[src/rtl/pipe_pkg.sv]
// pipe_pkg: shared CPU pipeline constants, result-source encodings and stage bundle layouts
package pipe_pkg;
    localparam int XLEN = 32;
    typedef enum logic [1:0] {
        RES_ALU = 2'd0,
        RES_MEM = 2'd1,
        RES_PC4 = 2'd2
    } result_src_e;
    localparam int IFID_W  = 2 * XLEN;
    localparam int IDEX_W  = 9 + 4 * XLEN + 15;
    localparam int EXMEM_W = 1 + 2 + XLEN + 1 + XLEN + 5 + XLEN;
    localparam int MEMWB_W = 1 + 2 + 3 * XLEN + 5;
    // EX/MEM bit order, MSB first: reg_write, result_src, alu_result, mem_write, write_data, rd, pc_plus4
    localparam int EXMEM_PC4_LSB  = 0;
    localparam int EXMEM_RD_LSB   = EXMEM_PC4_LSB + XLEN;
    localparam int EXMEM_WD_LSB   = EXMEM_RD_LSB + 5;
    localparam int EXMEM_MEMW_BIT = EXMEM_WD_LSB + XLEN;
    localparam int EXMEM_ALU_LSB  = EXMEM_MEMW_BIT + 1;
    localparam int EXMEM_RSRC_LSB = EXMEM_ALU_LSB + XLEN;
    localparam int EXMEM_REGW_BIT = EXMEM_RSRC_LSB + 2;
    typedef struct packed {
        logic              reg_write;
        result_src_e       result_src;
        logic [XLEN-1:0]   alu_result;
        logic              mem_write;
        logic [XLEN-1:0]   write_data;
        logic [4:0]        rd;
        logic [XLEN-1:0]   pc_plus4;
    } exmem_t;
endpackage

[src/rtl/pipe_stage_hs_if.sv]
// pipe_stage_hs_if: valid/ready/data handshake between two pipeline stages
//   valid  producer holds a valid bundle
//   ready  consumer accepts the bundle this cycle
//   data   packed WIDTH-bit bundle
interface pipe_stage_hs_if import pipe_pkg::*; #(
    parameter int WIDTH = EXMEM_W
);
    logic             valid;
    logic             ready;
    logic [WIDTH-1:0] data;
    modport master (output valid, output data, input ready);
    modport slave  (input valid, input data, output ready);
endinterface

[src/rtl/sat_counter.sv]
// sat_counter: up-counter that sticks at all-ones instead of wrapping
//   clk, rst  clock, async active-high reset (clears to 0)
//   inc       count one on this edge
//   clr       synchronous clear, wins over inc
//   cnt       current count
module sat_counter #(
    parameter int CNT_W = 16
) (
    input  logic             clk,
    input  logic             rst,
    input  logic             inc,
    input  logic             clr,
    output logic [CNT_W-1:0] cnt
);
    always_ff @(posedge clk or posedge rst)
        if (rst) cnt <= '0;
        else if (clr) cnt <= '0;
        else if (inc && !(&cnt)) cnt <= cnt + 1'b1;
endmodule

[src/rtl/pipe_stage_hs.sv]
// pipe_stage_hs: handshaked pipeline stage register with flush, optional skid entry and bubble counter
//   clk, rst    clock, async active-high reset
//   in_if       upstream handshake (slave): valid, ready, data
//   out_if      downstream handshake (master): valid, ready, data
//   flush       drop every held entry; no capture this cycle
//   bubble_cnt  saturating count of edges with out_valid=0
module pipe_stage_hs import pipe_pkg::*; #(
    parameter int               WIDTH      = EXMEM_W,
    parameter bit               SKID       = 1'b1,
    parameter logic [WIDTH-1:0] RESET_DATA = '0,
    parameter int               CNT_W      = 16
) (
    input  logic               clk,
    input  logic               rst,
    pipe_stage_hs_if.slave     in_if,
    pipe_stage_hs_if.master    out_if,
    input  logic               flush,
    output logic [CNT_W-1:0]   bubble_cnt
);
    localparam logic [1:0] EMPTY = 2'd0;
    localparam logic [1:0] ONE   = 2'd1;
    localparam logic [1:0] FULL  = 2'd2;
    logic [1:0]       state, state_nxt;
    logic [WIDTH-1:0] main_q, skid_q;
    logic             in_fire, out_fire, out_valid, load_main, load_skid;
    assign out_valid     = state != EMPTY;
    assign in_fire       = in_if.valid & in_if.ready;
    assign out_fire      = out_valid & out_if.ready;
    assign out_if.valid  = out_valid;
    assign out_if.data   = out_valid ? main_q : RESET_DATA;
    // Without a skid entry in_fire in ONE implies out_fire, so FULL is unreachable.
    assign state_nxt = flush ? EMPTY
        : (state == EMPTY) ? (in_fire ? ONE : EMPTY)
        : (state == ONE)   ? ((in_fire && !out_fire) ? FULL : (out_fire && !in_fire) ? EMPTY : ONE)
        : (out_fire ? ONE : FULL);
    // Main takes new data when it is free or being drained; skid refills main on drain from FULL.
    assign load_main = !flush && ((in_fire && (!out_valid || out_fire)) || (state == FULL && out_fire));
    assign load_skid = !flush && in_fire && out_valid && !out_fire;
    always_ff @(posedge clk or posedge rst)
        if (rst) state <= EMPTY;
        else state <= state_nxt;
    // Payload flops need no reset: out_data is masked while out_valid=0.
    always_ff @(posedge clk) begin
        if (load_main) main_q <= (state == FULL) ? skid_q : in_if.data;
        if (load_skid) skid_q <= in_if.data;
    end
    generate
        if (SKID) begin : g_skid
            logic ready_q;
            always_ff @(posedge clk or posedge rst)
                if (rst) ready_q <= 1'b1;
                else ready_q <= state_nxt != FULL;
            assign in_if.ready = ready_q;
        end else begin : g_direct
            assign in_if.ready = !out_valid || out_if.ready;
        end
    endgenerate
    sat_counter #(.CNT_W(CNT_W)) u_bubble (
        .clk (clk),
        .rst (rst),
        .inc (!out_valid),
        .clr (1'b0),
        .cnt (bubble_cnt)
    );
endmodule
[src/flat_wrapper.sv]
// flat-port wrapper written by rule: the top's interface ports become plain ports
module pipe_stage_hs_flat import pipe_pkg::*;
#(
    parameter int               WIDTH      = EXMEM_W,
    parameter bit               SKID       = 1'b1,
    parameter logic [WIDTH-1:0] RESET_DATA = '0,
    parameter int               CNT_W      = 16
)
  (clk, rst, flush, bubble_cnt, in_if_valid, in_if_data, in_if_ready, out_if_valid, out_if_data, out_if_ready);
  pipe_stage_hs_if #(.WIDTH(WIDTH)) in_if_i ();
  pipe_stage_hs_if #(.WIDTH(WIDTH)) out_if_i ();
  input  logic clk;
  input  logic rst;
  input  logic flush;
  output logic [CNT_W-1:0] bubble_cnt;
  input wire logic [$bits(in_if_i.valid)-1:0] in_if_valid;
  input wire logic [$bits(in_if_i.data)-1:0] in_if_data;
  output wire logic [$bits(in_if_i.ready)-1:0] in_if_ready;
  output wire logic [$bits(out_if_i.valid)-1:0] out_if_valid;
  output wire logic [$bits(out_if_i.data)-1:0] out_if_data;
  input wire logic [$bits(out_if_i.ready)-1:0] out_if_ready;
  assign in_if_i.valid = in_if_valid;
  assign in_if_i.data = in_if_data;
  assign in_if_ready = in_if_i.ready;
  assign out_if_valid = out_if_i.valid;
  assign out_if_data = out_if_i.data;
  assign out_if_i.ready = out_if_ready;
  pipe_stage_hs #(.WIDTH(WIDTH), .SKID(SKID), .RESET_DATA(RESET_DATA), .CNT_W(CNT_W)) u_core (.clk(clk), .rst(rst), .in_if(in_if_i), .out_if(out_if_i), .flush(flush), .bubble_cnt(bubble_cnt));
endmodule
[config.mk]
export PLATFORM = sky130hd
export DESIGN_NAME = pipe_stage_hs_flat
export DESIGN_NICKNAME = d
export VERILOG_FILES = /design/src/rtl/pipe_pkg.sv /design/src/rtl/pipe_stage_hs_if.sv /design/src/rtl/sat_counter.sv /design/src/rtl/pipe_stage_hs.sv /design/src/flat_wrapper.sv
export SDC_FILE = /design/constraint.sdc
export NUM_CORES = 1
export LEC_CHECK = 0
export ABC_AREA = 0
export CORE_AREA = 5 5 162 164
export DETAILED_ROUTE_END_ITERATION = 10
export DIE_AREA = 0 0 167 169
export PLACE_DENSITY = 0.66
export SLEW_MARGIN = 20
export SYNTH_ARGS = -nofsm -noshare
export SYNTH_HDL_FRONTEND = slang
export SYNTH_HIERARCHICAL = 1
export SYNTH_SLANG_ARGS = --single-unit
[constraint.sdc]
create_clock -name clk -period 14.76 [get_ports clk]
set_input_delay 2.952 -clock clk [delete_from_list [all_inputs] [get_ports clk]]
set_output_delay 2.952 -clock clk [all_outputs]
set_load 0.01 [all_outputs]
==> metrics.yaml <==
finalNetCount: 925
maxCapViolCount: 0
cts_resized: 0
dr.pass1.iters: 4
core.rowCount: 58
reg2reg_slack_ns: 11.03
slowest_stage: "or2_4"
ios: 233
place_congestion: 0.784
clkSlewWorstSetupHoldPaths_ns: 0.06
power_density_nw_per_um2: 117
synthArstFlopShare: 0.0830
synthAdderAreaFrac: 0.00258
wl_per_cell_um: 17.4
clock-sinks: 229
synthXorXnorAreaFrac: 0
final_antenna_net_count: 0
synth-compound-area-share: 0.0213
worst_pin_slew_ns: 0.970
syn_inst: 572
hpwl_um: 13400
synth_warnings: 6
finalSetupTns_ns: 0
synthDistinctLibCells: 46
grt_pass1_wl_um: 31300
worstPathMaxFanout: 109
cts_max_level: 1
cts_tree: "done"
p_leak_uw: 0.00448
min_period_ns: 5.62
postCtsSetupBuffers: 0
ys.flop_type: "edfxtp_1"
ir_drop_mv: 0.0898
cts-root-buf: "clkbuf_16"
setup-violations-final: 0
drive_gt1_frac: 0.187
critPathArrivalTime_ns: 2.67
holdWs_ns: 0.542
port_buffers: 232
yosys-top-cells-area: "edfxtp_1, mux2_4, and2_1, mux2_2, dfrtp_1"
crit_path_end_kind: "primary output"
grt_use_total: 0.137
muxShareOfSynthArea: 0.146
skew_ns: 0.0111
dr.first_iter.drc_count: 383
grt_remaining_overflow: 0
die_area_um2: 28200
worstSetupPathType: "reg2out"
core_area_um2: 24700
ys_seq_area_frac: 0.700
antenna_found_initial: 1
grt_max_degree: 110
cts_hold_buf: 0
final_max_slew_viol_count: 0
die_y_um: 169
die_x_um: 167
min_path_type: "reg2reg"
period_share: 0.381
drcViolationCount: 0
ys_ff_latch: 229
vias: 5475
initial_core_util: 0.391
finalWirelength_um: 20100
max_clock_freq_mhz: 178
crit_path_start_kind: "flip-flop"
rsz0062_at_grt: "false"
avgSynthCellArea_um2: 16.9
cts_max_path_buffers: 3
yosysTopAreaCell: "edfxtp_1"
critical_path.max_stage_delay_ns: 0.80
relSlewSlack: 0.354
vias_per_cell: 4.72
synth_area_um2: 9690
yosys.area_share.simple: 0.101
grt_pass1_vias: 5677
insertion_delay_ns: 0.51
syn_to_final_growth_pct: 34.5
synth_edf_count: 210
hold_viol: 0
cts_buffers: 26
synth_top_family_by_area: "multiplexers"
synth.top_cell.area_share: 0.651
cp_cell_sequence: "or2_4 > and2_1 > clkdlybuf4s50_1"
worstPathRequired_ns: 11.81
status: "finished, final reports clean"
## Yosys cell counts, drive strengths merged (5+ instances only)
library cell	n
edfxtp	210
mux2	108
and2	105
dfrtp	18
buf	17
clkbuf	11
a21oi	10
inv	10
nor2	9
nand2	8
or3	8
nand3	6
nand2b	5
o21ai	5
o31ai	5
## where the power goes
part | internal [uW] | switching (uW) | total [uW]
sequential | 743 | 7.87 | 751
clock | 341 | 232 | 573
combinational | 117 | 87.0 | 204
## path summary, 6_finish.rpt
| kind | from | endpoint | cells past startpoint |
|---|---|---|---|
| setup reg to reg | u_core/state[0] | u_core/skid_q[3] | 5 |
| min in group asynchronous | rst | u_core/state[1] | 2 |
| setup / recovery | u_core/state[0] | out_if_data[98] | 3 |
| max in group asynchronous | rst | u_core/u_bubble/cnt[5] | 2 |
| hold / removal | u_core/skid_q[58] | u_core/main_q[58] | 1 |
| hold reg to reg | u_core/skid_q[58] | u_core/main_q[58] | 1 |
## layer usage
layer | wire, um | vias up | track usage | part of all wire
li1 | - | 2601 | - | -
met1 | 8270 | 2659 | 0.171 | 0.41
met2 | 9810 | 186 | 0.236 | 0.49
met3 | 1610 | 29 | 0.0411 | 0.080
met4 | 431 | 0 | 0.0342 | 0.021
met5 | 0 | - | 0 | 0
## logic make-up after synthesis
kind of cell             Yosys count
multiplexers                     109
adder cells (fa/ha/maj)            2
other                              1
buffers and inverters             38
AND/OR/NAND/NOR                  161
AO/OA/AOI/OAI                     32
flip-flops                       229
## placed cells by master, fill, tap and decap left out, types with 6 or more instances in the layout
| master | n |
|---|---|
| clkdlybuf4s50_1 | 232 |
| edfxtp_1 | 210 |
| and2_1 | 105 |
| mux2_2 | 58 |
| mux2_4 | 50 |
| clkbuf_16 | 27 |
| dfrtp_1 | 18 |
| inv_1 | 10 |
| a21oi_1 | 10 |
| clkbuf_1 | 9 |
| nor2_1 | 9 |
| nand2_1 | 8 |
| or3_1 | 8 |
| buf_4 | 6 |
## metrics by stage
step           cell area [um^2]  setup slack (ns)  total power [uW]  instances   util
6_report                  13000              9.14              1530       1159  0.526
5_1_grt                   13000              8.92              1600       1159  0.526
4_1_cts                   13000              9.04              1560       1158  0.526
3_5_place_dp              12300              9.09               972       1115  0.496
3_3_place_gp              12300              9.14               969       1115  0.496
2_1_floorplan              9700             0.763               869        575      -
## cell type report
class                           count  area, um^2
Tap cell                          330         413
Timing Repair Buffer              238        2370
Multi-Input combinational cell    308        2670
Sequential cell                   229        6780
Clock buffer                       38         737
Antenna cell                        1        2.50
Inverter                           10        37.5
Clock inverter                      5        21.3
Fill cell                        2061       11700
## worst max-delay path, delay by kind of cell (launching register included)
family	cells	cell delay [ns]
simple gates	2	1.09
flops	1	0.47
buf+inv	1	0.56
## state kept, by name, indices dropped and copies added, names as in the netlist
name and count:
u_core/in_if.ready 1, u_core/main_q 105, u_core/skid_q 105, u_core/state 2, u_core/u_bubble/cnt 16
(Power assumes the default switching activity.)
